[config.mk]
export PLATFORM = sky130hd
export DESIGN_NAME = alu_issue
export DESIGN_NICKNAME = d
export VERILOG_FILES = /design/src/rtl/alu_pkg.sv /design/src/rtl/alu_ctl_decode.sv /design/src/rtl/alu_issue.sv
export SDC_FILE = /design/constraint.sdc
export NUM_CORES = 1
export LEC_CHECK = 0
export CAP_MARGIN = 20
export CORE_MARGIN = 5
export CORE_UTILIZATION = 38
export CTS_CLUSTER_SIZE = 30
export DETAILED_ROUTE_END_ITERATION = 6
export PLACE_DENSITY = 0.84
export SYNTH_ARGS = -nofsm -noshare
export SYNTH_HDL_FRONTEND = slang
export SYNTH_HIERARCHICAL = 1
export SYNTH_SLANG_ARGS = --single-unit
[constraint.sdc]
create_clock -name clk -period 4.4 [get_ports clk]
set_input_delay 1.1 -clock clk [delete_from_list [all_inputs] [get_ports clk]]
set_output_delay 1.1 -clock clk [all_outputs]
set_load 0.02 [all_outputs]
[src/rtl/alu_pkg.sv]
// alu_pkg: shared encodings and payload types for the ID/EX issue stage.
//   - ALU control codes, opcode and funct constants
//   - decoder result struct and ID/EX payload struct, plus the bubble value
//   - sign-extension helper for 16-bit immediates
package alu_pkg;

    localparam int unsigned DATA_W  = 32;
    localparam int unsigned REG_W   = 5;
    localparam int unsigned CTL_W   = 3;
    localparam int unsigned SHAMT_W = 5;
    localparam int unsigned OP_W    = 6;
    localparam int unsigned IMM_W   = 16;

    typedef enum logic [CTL_W-1:0] {
        CTL_AND = 3'b000,
        CTL_OR  = 3'b001,
        CTL_ADD = 3'b010,
        CTL_SRL = 3'b011,
        CTL_SUB = 3'b110,
        CTL_SLT = 3'b111
    } ctl_e;

    localparam logic [OP_W-1:0] OP_RTYPE = 6'b000000;
    localparam logic [OP_W-1:0] OP_ADDIU = 6'b001001;
    localparam logic [OP_W-1:0] OP_LW    = 6'b100011;
    localparam logic [OP_W-1:0] OP_SW    = 6'b101011;
    localparam logic [OP_W-1:0] OP_BEQ   = 6'b000100;

    localparam logic [OP_W-1:0] FN_ADD = 6'b100000;
    localparam logic [OP_W-1:0] FN_SUB = 6'b100010;
    localparam logic [OP_W-1:0] FN_AND = 6'b100100;
    localparam logic [OP_W-1:0] FN_OR  = 6'b100101;
    localparam logic [OP_W-1:0] FN_SLT = 6'b101010;
    localparam logic [OP_W-1:0] FN_SRL = 6'b000010;

    // Decoder result: valid=0 with illegal=0 means a plain bubble.
    typedef struct packed {
        ctl_e               ctl;
        logic [SHAMT_W-1:0] shamt;
        logic               imm_sel;
        logic               rt_src;
        logic [REG_W-1:0]   dest;
        logic               reg_write;
        logic               mem_read;
        logic               mem_write;
        logic               illegal;
        logic               valid;
    } dec_t;

    // ID/EX register payload.
    typedef struct packed {
        ctl_e               ctl;
        logic [SHAMT_W-1:0] shamt;
        logic [DATA_W-1:0]  data_a;
        logic [DATA_W-1:0]  data_b;
        logic [DATA_W-1:0]  store_data;
        logic [REG_W-1:0]   dest_reg;
        logic               reg_write;
        logic               mem_read;
        logic               mem_write;
        logic               illegal;
    } ex_t;

    localparam ex_t EX_BUBBLE = ex_t'('0);

    function automatic logic [DATA_W-1:0] sext16(input logic [IMM_W-1:0] imm);
        return {{(DATA_W-IMM_W){imm[IMM_W-1]}}, imm};
    endfunction

endpackage

[src/rtl/alu_ctl_decode.sv]
// alu_ctl_decode: combinational instruction decoder.
//   instr_i : 32-bit instruction word
//   dec_o   : ALU control, shamt, immediate select, rt-is-source,
//             destination register, control bits, illegal flag, valid flag
module alu_ctl_decode
    import alu_pkg::*;
(
    input  logic [DATA_W-1:0] instr_i,
    output dec_t              dec_o
);

    logic [OP_W-1:0] opcode;
    logic [OP_W-1:0] funct;

    assign opcode = instr_i[31:26];
    assign funct  = instr_i[5:0];

    always_comb begin
        dec_o = dec_t'('0);
        if (instr_i != '0) begin
            dec_o.valid = 1'b1;
            unique case (opcode)
                OP_RTYPE: begin
                    dec_o.rt_src    = 1'b1;
                    dec_o.dest      = instr_i[15:11];
                    dec_o.reg_write = 1'b1;
                    unique case (funct)
                        FN_ADD:  dec_o.ctl = CTL_ADD;
                        FN_SUB:  dec_o.ctl = CTL_SUB;
                        FN_AND:  dec_o.ctl = CTL_AND;
                        FN_OR:   dec_o.ctl = CTL_OR;
                        FN_SLT:  dec_o.ctl = CTL_SLT;
                        FN_SRL: begin
                            dec_o.ctl   = CTL_SRL;
                            dec_o.shamt = instr_i[10:6];
                        end
                        default: dec_o.illegal = 1'b1;
                    endcase
                end
                OP_ADDIU, OP_LW: begin
                    dec_o.ctl       = CTL_ADD;
                    dec_o.imm_sel   = 1'b1;
                    dec_o.dest      = instr_i[20:16];
                    dec_o.reg_write = 1'b1;
                    dec_o.mem_read  = (opcode == OP_LW);
                end
                OP_SW: begin
                    dec_o.ctl       = CTL_ADD;
                    dec_o.imm_sel   = 1'b1;
                    dec_o.rt_src    = 1'b1;
                    dec_o.mem_write = 1'b1;
                end
                OP_BEQ: begin
                    dec_o.ctl    = CTL_SUB;
                    dec_o.rt_src = 1'b1;
                end
                default: dec_o.illegal = 1'b1;
            endcase
            // An illegal decode carries nothing but the flag itself.
            if (dec_o.illegal) begin
                dec_o         = dec_t'('0);
                dec_o.illegal = 1'b1;
            end
        end
    end

endmodule

[src/rtl/alu_issue.sv]
// alu_issue: ID/EX stage. Decodes, forwards operands, detects hazards and
// registers the EX-stage payload.
//   clk, rst             : clock, asynchronous active-high reset
//   InValid, Instr       : IF/ID instruction
//   RsData, RtData       : register-file read data
//   Flush                : squash the instruction being issued
//   ExMem*, MemWb*       : writeback candidates for forwarding/hazards
//   Stall                : combinational hold request for PC and IF/ID
//   Ctl..Illegal         : registered EX-stage outputs
// Build option: ALU_ISSUE_FWD_EN enables EX/MEM and MEM/WB forwarding;
// without it operands come straight from the register file and any
// in-flight dependence stalls.
module alu_issue
    import alu_pkg::*;
(
    input  logic              clk,
    input  logic              rst,
    input  logic              InValid,
    input  logic [DATA_W-1:0] Instr,
    input  logic [DATA_W-1:0] RsData,
    input  logic [DATA_W-1:0] RtData,
    input  logic              Flush,
    input  logic              ExMemRegWrite,
    input  logic [REG_W-1:0]  ExMemRd,
    input  logic [DATA_W-1:0] ExMemData,
    input  logic              MemWbRegWrite,
    input  logic [REG_W-1:0]  MemWbRd,
    input  logic [DATA_W-1:0] MemWbData,
    output logic              Stall,
    output logic [CTL_W-1:0]  Ctl,
    output logic [SHAMT_W-1:0] Shamt,
    output logic [DATA_W-1:0] DataA,
    output logic [DATA_W-1:0] DataB,
    output logic [DATA_W-1:0] StoreData,
    output logic [REG_W-1:0]  DestReg,
    output logic              RegWrite,
    output logic              MemRead,
    output logic              MemWrite,
    output logic              Illegal
);

    dec_t              dec;
    ex_t               ex_q;
    ex_t               ex_d;
    logic [REG_W-1:0]  rs_idx;
    logic [REG_W-1:0]  rt_idx;
    logic [DATA_W-1:0] rs_val;
    logic [DATA_W-1:0] rt_val;
    logic              load_use;
    logic              hazard;

    assign rs_idx = Instr[25:21];
    assign rt_idx = Instr[20:16];

    alu_ctl_decode u_decode (
        .instr_i (Instr),
        .dec_o   (dec)
    );

    // The load in EX cannot supply its data yet under either build.
    assign load_use = ex_q.mem_read && (ex_q.dest_reg != '0) &&
                      ((ex_q.dest_reg == rs_idx) ||
                       (dec.rt_src && (ex_q.dest_reg == rt_idx)));

`ifdef ALU_ISSUE_FWD_EN
    function automatic logic [DATA_W-1:0] fwd_sel(
        input logic [REG_W-1:0]  idx,
        input logic [DATA_W-1:0] rf_data,
        input logic              em_we,
        input logic [REG_W-1:0]  em_rd,
        input logic [DATA_W-1:0] em_data,
        input logic              mw_we,
        input logic [REG_W-1:0]  mw_rd,
        input logic [DATA_W-1:0] mw_data
    );
        if (idx == '0)                   return '0;
        else if (em_we && em_rd == idx)  return em_data;
        else if (mw_we && mw_rd == idx)  return mw_data;
        else                             return rf_data;
    endfunction

    assign rs_val = fwd_sel(rs_idx, RsData, ExMemRegWrite, ExMemRd, ExMemData,
                            MemWbRegWrite, MemWbRd, MemWbData);
    assign rt_val = fwd_sel(rt_idx, RtData, ExMemRegWrite, ExMemRd, ExMemData,
                            MemWbRegWrite, MemWbRd, MemWbData);
    assign hazard = load_use;
`else
    logic raw_rs;
    logic raw_rt;
    logic unused_fwd;

    assign rs_val = RsData;
    assign rt_val = RtData;

    // Without forwarding, wait until producers in ID/EX or EX/MEM retire;
    // MEM/WB is covered by the write-first register file.
    assign raw_rs = (rs_idx != '0) &&
                    ((ex_q.reg_write && ex_q.dest_reg == rs_idx) ||
                     (ExMemRegWrite && ExMemRd == rs_idx));
    assign raw_rt = dec.rt_src && (rt_idx != '0) &&
                    ((ex_q.reg_write && ex_q.dest_reg == rt_idx) ||
                     (ExMemRegWrite && ExMemRd == rt_idx));
    assign hazard = load_use || raw_rs || raw_rt;

    assign unused_fwd = ^{ExMemData, MemWbRegWrite, MemWbRd, MemWbData};
`endif

    // Flush overrides any hazard.
    assign Stall = InValid && !Flush && hazard;

    // Next ID/EX payload: bubble unless a real instruction issues.
    always_comb begin
        ex_d = EX_BUBBLE;
        if (InValid && !Flush && !hazard) begin
            if (dec.illegal) begin
                ex_d.illegal = 1'b1;
            end else if (dec.valid) begin
                ex_d.ctl        = dec.ctl;
                ex_d.shamt      = dec.shamt;
                ex_d.data_a     = rs_val;
                ex_d.data_b     = dec.imm_sel ? sext16(Instr[15:0]) : rt_val;
                ex_d.store_data = dec.mem_write ? rt_val : '0;
                ex_d.dest_reg   = dec.dest;
                ex_d.reg_write  = dec.reg_write;
                ex_d.mem_read   = dec.mem_read;
                ex_d.mem_write  = dec.mem_write;
            end
        end
    end

    always_ff @(posedge clk or posedge rst) begin
        if (rst) ex_q <= EX_BUBBLE;
        else     ex_q <= ex_d;
    end

    assign Ctl       = ex_q.ctl;
    assign Shamt     = ex_q.shamt;
    assign DataA     = ex_q.data_a;
    assign DataB     = ex_q.data_b;
    assign StoreData = ex_q.store_data;
    assign DestReg   = ex_q.dest_reg;
    assign RegWrite  = ex_q.reg_write;
    assign MemRead   = ex_q.mem_read;
    assign MemWrite  = ex_q.mem_write;
    assign Illegal   = ex_q.illegal;

endmodule

; ---- Word level (Yosys, flattened, before mapping)
; Cells that the tools add are included.
[totals]
ff_bits = 113
latch_bits = 0
ram_bits = 0
romBits = 0
out_inout_bits = 114
word_cells = 74
mem_count = 0
[classes]
addsub = 0
multipliers = 0
n_div = 0
magnitude_cmp = 0
eq_ne = 14
shift = 0
mux = 20
bitwise = 0
reduce_logical = 30
[ops]
columns = operator, n
row1 = 2-to-1 mux 112 bit, 2
row2 = 2-to-1 mux 113 bit, 1
row3 = 2-to-1 mux 32 bit, 2
row4 = "== test 6 bit, second input constant", 7
row5 = 2-to-1 mux 20 bit, 2
row6 = nonzero test 32 bit, 1
row7 = == test 5 bit, 4
row8 = case mux 3 bit (5 select lines), 1
row9 = nonzero test 5 bit, 3
row10 = logical AND 1 bit, 13
row11 = case mux 6 bit (2 select lines), 1
row12 = 2-to-1 mux 5 bit, 2
row13 = case mux 3 bit (3 select lines), 1
row14 = 2-to-1 mux 1 bit, 7
row15 = "== test 6 x 2 -> 1 bit, second input constant", 1
row16 = "== test 6 x 3 -> 1 bit, second input constant", 1
row17 = "== test 6 x 4 -> 1 bit, second input constant", 1
row18 = zero test 6 bit, 1
row19 = OR reduction 3 bit, 2
row20 = OR reduction 6 bit, 1
row21 = logical OR 1 bit, 5
row22 = OR reduction 4 bit, 1
row23 = zero test 1 bit, 2
row24 = case mux 1 bit (2 select lines), 1
row25 = OR reduction 2 bit, 1

; ---- Longest topological paths before layout
; Gate-level depths: netlist of run 1.
[logic_depth]
ltp_word = 15
depth_mapped = 11
depth_no_buf = 9

; ---- Hierarchy
; The synthesis of run 1 kept the hierarchy.
[by_module_without_submodules]
columns = module, n_inst, cells_each, area_per_inst_um2, seq_area_each_um2
row1 = alu_issue, 1, 337, 4453.0, 2827.7
row2 = alu_ctl_decode, 1, 66, 382.9, 0.0

; ---- Worst setup path after synthesis of run 1
; OpenSTA, ideal clock, no wires.
[synth_timing]
path_kind = input port to output port
start = in Instr[31]
end = out Stall
arrival_ps = 3116
slack_ps = 184
path_stages = 10
path_buffers = 1
path_cell_list = nor2_1 > nand2_1 > or3_4 > o22ai_2 > nor2_1 > nand3_1 > o22ai_1 > a222oi_1 > clkbuf_1 > nor2b_1
[synth_rtl]
columns = element, line_no
row1 = from (decl), alu_issue.sv:19  ; input logic [DATA_W-1:0] Instr,
row2 = to (decl), alu_issue.sv:29  ; output logic Stall,

==> impl_metrics.csv, run 1 <==
group,metric,value,unit
synth,syn-num-nets,579,
final_layout,most-common-layout-cells,"209 x clkdlybuf4s50_1, 113 x dfrtp_1, 64 x and3_1, 33 x and4_1, 22 x buf_4",
clocking,clk_pin_slew,50,ps
final_layout,drive_above_1_share,0.137,
clocking,clockRootBuffer,"clkbuf_16",
clocking,numCtsBuffers,17,
timing,max_freq,231,MHz
synth,synth_top_area_frac,0.585,
floorplan,dieHeight,123,µm
timing,worst_pin_slew,926,ps
timing,period_share,0.983,
critical_path,r2r_start,"DestReg[1]",
placed_design,io_buffer_count,219,
placed_design,dpl.hpwl,10.9,mm
synth,synth_warnings,6,
synth,yosysUniqueCellTypes,37,
synth,synthArstFlopShare,1.00,
routing,vias,4225,
timing,finalSetupViolations,0,
clocking,cts_tree,"done",
grt,grt_start_max_net_pins,114,
timing,finClkSkew,8.70,ps
floorplan,num_io_pins,290,
synth,netlist_top_cells_area,"dfrtp_1 58%, and3_1 8.3%, and4_1 6.0%",
routing,drt_iter0_drc,295,
floorplan,die-area,15100,µm²
synth,synth_area_leader_cell,"dfrtp_1",
routing,drt_pass1_iterations,4,
critical_path,reg2reg_slack,1600,ps
clocking,clk_path_buf_depth,2,
final_layout,num_antenna_cells,0,
routing,drt-wirelength-per-cell,19.1,µm
synth,syn_avg_cell_area,12.0,µm²
timing,hold_viol_final,0,
clocking,cts.sinks,113,
synth,yosys_most_used_dff,"dfrtp_1",
pwr,ir_worst_vdd,0.207,mV
critical_path,arrival,3220,ps
flow_run,maxCapViolations,0,
critical_path,crit_type,"input pin to output pin",
floorplan,rows,41,
final_layout,final_common_cell,"clkdlybuf4s50_1",
grt,grt_overflow_total,0,
timing,timing.hold.ws,1100,ps
routing,drt-total-wl,15.5,mm
final_layout,area_delta_synth_final,63.3,%
clocking,postCtsHoldBufs,0,
pwr,p_leak,3.83,nW
synth,yosysSeqAreaShare,0.585,
final_layout,fin_nets,807,
min_path,hold_path.class,"input pin to async pin",
timing,drv_slew,0,
routing,ant_nets,0,
synth,netlist_area,4840,µm²
floorplan,die_x,123,µm
synth,synth_edf_count,0,
pwr,power,2.54,mW
timing,relSlewSlack,0.383,
run_status,outcome,"finished clean",
critical_path,reg2reg_depth,6,
floorplan,core_area,12600,µm²
critical_path,r2r-end,"StoreData[31]",
grt,grtUsageTotal,0.205,
clocking,h-tree-depth,4,
grt,grt_pass1_vias,4380,
critical_path,cp.required,3300,ps
pwr,power_density,322,nW/µm²
grt,grt_pass1_wl,23.6,mm
grt,antenna_found_initial,0,
floorplan,start_util,0.385,
placed_design,gp_congestion,0.815,
critical_path,crit_path_end_kind,"output pin",
synth,netlist_instances,403,
clocking,clock_latency,400,ps
routing,drc,0,
critical_path,start_kind,"input pin",
synth,synth-seq-cells,113,
routing,via_per_inst,5.19,
timing,min_period,4320,ps
critical_path,critPathMaxFanout,2,
## cell families after synthesis
kind of cell | count (synthesis) | share of synthesized area
flops | 113 | 0.585
buf+inv | 36 | 0.0380
mux | 15 | 0.0349
xor+xnor | 20 | 0.0362
simple gates | 181 | 0.239
compound gates | 38 | 0.0670
## synthesized netlist by cell type (2+ instances only)
master	count
inv_1	3
and2_2	5
o211a_1	17
nand2_1	10
nand3_1	6
nand4_1	3
or4_1	2
nor2b_1	21
mux2_2	15
nand2b_1	2
and2_1	2
nor2_1	17
nor3_1	4
xnor2_1	20
o22ai_1	3
a21oi_1	4
buf_6	6
and3_1	64
o21a_1	3
nor4_1	7
clkbuf_1	25
dfrtp_1	113
and4_1	33
a22oi_1	5
## repair_timing
action,in CTS,in global routing
setup buffers,1,2
gates resized for setup,5,16
setup endpoints to repair,1,1
gates cloned,0,0
pin swaps,3,10
endpoints found under the hold margin,0,0
## stage by stage
stage / worst slack (ps) / TNS, ps / utilization / area [µm²] / std cells
floorplan: 184 / 0 / - / 4840 / 403
CTS: 3.87 / 0 / 0.623 / 7830 / 812
global placement: -108 / -108 / 0.577 / 7250 / 781
global route: -37.1 / -37.1 / 0.628 / 7900 / 814
detailed placement: -109 / -109 / 0.577 / 7250 / 781
finish: 77.0 / 0 / 0.628 / 7900 / 814
## where the power goes
| part | switching [mW] | internal [mW] | total [mW] |
|---|---|---|---|
| sequential | 0.000288 | 1.04 | 1.04 |
| clock | 0.454 | 0.834 | 1.29 |
| combinational | 0.0910 | 0.123 | 0.214 |
| total | 0.545 | 2.00 | 2.54 |
## flip-flops by register name (all words and copies together) (netlist names)
register / cells
DataA: 32
DataB: 32
StoreData: 32
DestReg: 5
Shamt: 5
Ctl: 3
Illegal: 1
MemRead: 1
MemWrite: 1
RegWrite: 1
## per-layer routing
metal | global-route usage | up-vias | part of all wire | routed length [µm]
met4 | 0.0728 | 0 | 0.011 | 174
li1 | - | 1909 | - | -
met1 | 0.249 | 2098 | 0.40 | 6260
met2 | 0.342 | 204 | 0.50 | 7770
met3 | 0.0677 | 14 | 0.084 | 1310
met5 | 0 | - | 0 | 0
## critical path: stages
cell             delay (ps)
clkdlybuf4s50_1         440
or4b_4                  510
a21oi_4                 210
o22ai_4                 100
nor2_2                  140
nand3_1                  80
o22ai_1                 130
a222oi_1                120
buf_4                   160
nor2b_4                 110
buf_6                   130
## final cells by class
type	instances	area (µm²)
multi-input cells	254	1880
clock buffers	19	443
fillers	1002	4670
flip-flops and latches	113	2830
inverters	3	13.8
repair buffers	242	2400
well taps	172	215
clock inverters	11	116
## worst max path at each step
stage	start	end	slack [ps]	cells after the start
finish	Instr[2]	Stall	80	11
global route	Instr[2]	Stall	-40	11
CTS	Instr[3]	Stall	4	12
detailed placement	Instr[3]	Stall	-110	11
global placement	Instr[3]	Stall	-110	11
floorplan	Instr[31]	Stall	180	10
No activity file was read; power rests on OpenSTA's default activity.
==> run 2: changes to the inputs <==
- CORE_UTILIZATION: 38 -> 39
- PLACE_DENSITY: 0.84 -> 0.83
- SYNTH_HIERARCHICAL: 1 -> not set
==> impl_metrics.csv, run 2 <==
group,metric,value,unit
routing,drt-total-wl,18.5,mm
pwr,ir_worst_vdd,0.185,mV
critical_path,critPathMaxFanout,5,
routing,via_per_inst,5.55,
floorplan,num_io_pins,290,
critical_path,arrival,3170,ps
routing,drc,0,
final_layout,num_antenna_cells,0,
synth,yosysSeqAreaShare,0.529,
routing,ant_nets,0,
timing,relSlewSlack,0.388,
floorplan,start_util,0.400,
final_layout,final_common_cell,"clkdlybuf4s50_1",
clocking,cts.sinks,113,
synth,synth-seq-cells,113,
final_layout,fin_nets,925,
critical_path,start_kind,"input pin",
clocking,cts_tree,"done",
pwr,pwr-share-comb,0.108,
final_layout,most-common-layout-cells,"218 x clkdlybuf4s50_1, 113 x dfrtp_1, 85 x nand2_1, 81 x nand3_1, 55 x nor4_1",
critical_path,cp.required,3300,ps
pwr,p_int,1.96,mW
routing,drt_pass1_iterations,5,
clocking,post_cts_resized,0,
pwr,p_leak,3.37,nW
grt,grt_start_max_net_pins,114,
final_layout,fillerInstances,1080,
pwr,switchingPower,0.611,mW
synth,synthTopCellsByCount,"113 x dfrtp_1, 86 x nand2_1, 81 x nand3_1",
clocking,clockRootBuffer,"clkbuf_16",
synth,netlist_top_cells_area,"dfrtp_1 53%, nand3_1 7.6%, nor4_1 6.4%",
pwr,seqPwrFrac,0.407,
synth,synth_warnings,0,
placed_design,io_buffer_count,219,
synth,synthArstFlopShare,1.00,
timing,grt_setup_unrepaired,"false",
timing,finalSetupTns,0,ps
synth,synth_top_area_frac,0.529,
min_path,hold_path.class,"input pin to async pin",
floorplan,die_x,127,µm
timing,drv_slew,0,
synth,synth_edf_count,0,
timing,max_freq,234,MHz
timing,worst_pin_slew,918,ps
critical_path,reg2reg_depth,7,
pwr,clockPowerShare,0.485,
routing,drt-wirelength-per-cell,19.7,µm
timing,finClkSkew,7.26,ps
timing,min_period,4270,ps
pwr,switching_share,0.238,
clocking,cts_setup_buffers,0,
final_layout,area_delta_synth_final,53.5,%
final_layout,seq_area,2830,µm²
timing,period_share,0.971,
final_layout,utilization,0.614,
synth,synth_area_leader_cell,"dfrtp_1",
floorplan,core_area,13300,µm²
critical_path,crit_type,"input pin to output pin",
clocking,clk_path_buf_depth,2,
run_status,outcome,"finished clean",
timing,finalSetupViolations,0,
grt,grt_pass1_vias,5234,
placed_design,gp_congestion,0.892,
pwr,power,2.57,mW
synth,yosysUniqueCellTypes,40,
synth,synth.most_common_cell,"dfrtp_1",
routing,vias,5209,
final_layout,multi_input_area,2250,µm²
timing,hold_viol_final,0,
synth,netlist_instances,555,
floorplan,die-area,16100,µm²
clocking,h-tree-depth,4,
grt,grtUsageTotal,0.227,
placed_design,placed_area,7640,µm²
floorplan,dieHeight,127,µm
grt,grt_pass1_wl,28.7,mm
pwr,power_density,314,nW/µm²
grt,antenna_found_initial,0,
clocking,numCtsBuffers,17,
final_layout,drive_above_1_share,0.102,
placed_design,dpl.hpwl,12.5,mm
grt,grt_overflow_total,0,
clocking,clock_latency,410,ps
clocking,clk_pin_slew,60,ps
synth,yosys_most_used_dff,"dfrtp_1",
flow_run,maxCapViolations,0,
final_layout,final_cell_area,8200,µm²
routing,drt_iter0_drc,339,
critical_path,crit_path_end_kind,"output pin",
synth,netlist_area,5340,µm²
synth,syn-num-nets,731,
floorplan,rows,42,
clocking,postCtsHoldBufs,0,
synth,syn_avg_cell_area,9.63,µm²
## run 2: cell types whose count changed after synthesis, sizes merged, moves of 8 or more
cell | before | now
nor3 | 4 | 45
and4 | 33 | 0
o211a | 17 | 0
a21o | 0 | 19
nor2b | 21 | 2
nand2 | 10 | 86
nand3 | 6 | 81
nor4 | 7 | 75
buf | 8 | 33
nor2 | 17 | 9
mux2 | 15 | 0
and3 | 64 | 0
## run 2: path summary, 6_finish.rpt
| check | slack [ps] | endpoint | from |
|---|---|---|---|
| hold reg to reg | 1230 | DataA[6] | MemRead |
| setup / recovery | 130 | Stall | Instr[5] |
| max in group asynchronous | 2350 | Shamt[2] | rst |
| setup reg to reg | 1930 | StoreData[1] | DestReg[1] |
| hold / removal | 1100 | DataB[29] | rst |
| min in group clk | 1230 | DataA[6] | MemRead |
## run 2: metal layers
metal  global-route usage  vias up  share of wire
met4               0.0883        0          0.025
met5                    0        -              0
li1                     -     2378              -
met3               0.0701       32          0.099
met1                0.282     2508           0.39
met2                0.371      291           0.48
## run 2: cells by family after synthesis
family / after synthesis / synth area share
flip-flops: 113 / 0.529
AO/OA/AOI/OAI: 45 / 0.0616
AND/OR/NAND/NOR: 313 / 0.320
buffers and inverters: 64 / 0.0564
XOR/XNOR: 20 / 0.0328
## run 2: worst max-delay path: stages
cell and delay [ps]:
clkdlybuf4s50_1 560, nor2b_1 310, o211ai_1 160, a211oi_1 260, buf_4 180, o2111ai_1 160
o31ai_4 130, o21a_1 160, buf_4 150
## run 2: layout make-up
cell class | instances | share of cell area
sequential | 113 | 0.345
timing repair buffer | 236 | 0.287
clock inverter | 12 | 0.0113
inverter | 3 | 0.00168
tap | 176 | 0.0268
clock buffer | 20 | 0.0545
multi-input combinational | 378 | 0.274
## run 2: through the flow
stage / setup WS [ps] / hold slack, ps / std cells
floorplan: 313 / 1090 / 555
global placement: 262 / 1180 / 905
detailed placement: 164 / 1230 / 905
CTS: 156 / 1220 / 937
global route: 16.3 / 1130 / 938
finish: 129 / 1100 / 938
## run 2: power by group through the flow
stage | sequential (mW) | clock, mW | combinational (mW)
floorplan | 1.07 | 0 | 0.108
CTS | 1.05 | 1.28 | 0.275
global route | 1.05 | 1.33 | 0.298
detailed placement | 1.06 | 0 | 0.273
finish | 1.05 | 1.25 | 0.278
global placement | 1.06 | 0 | 0.266
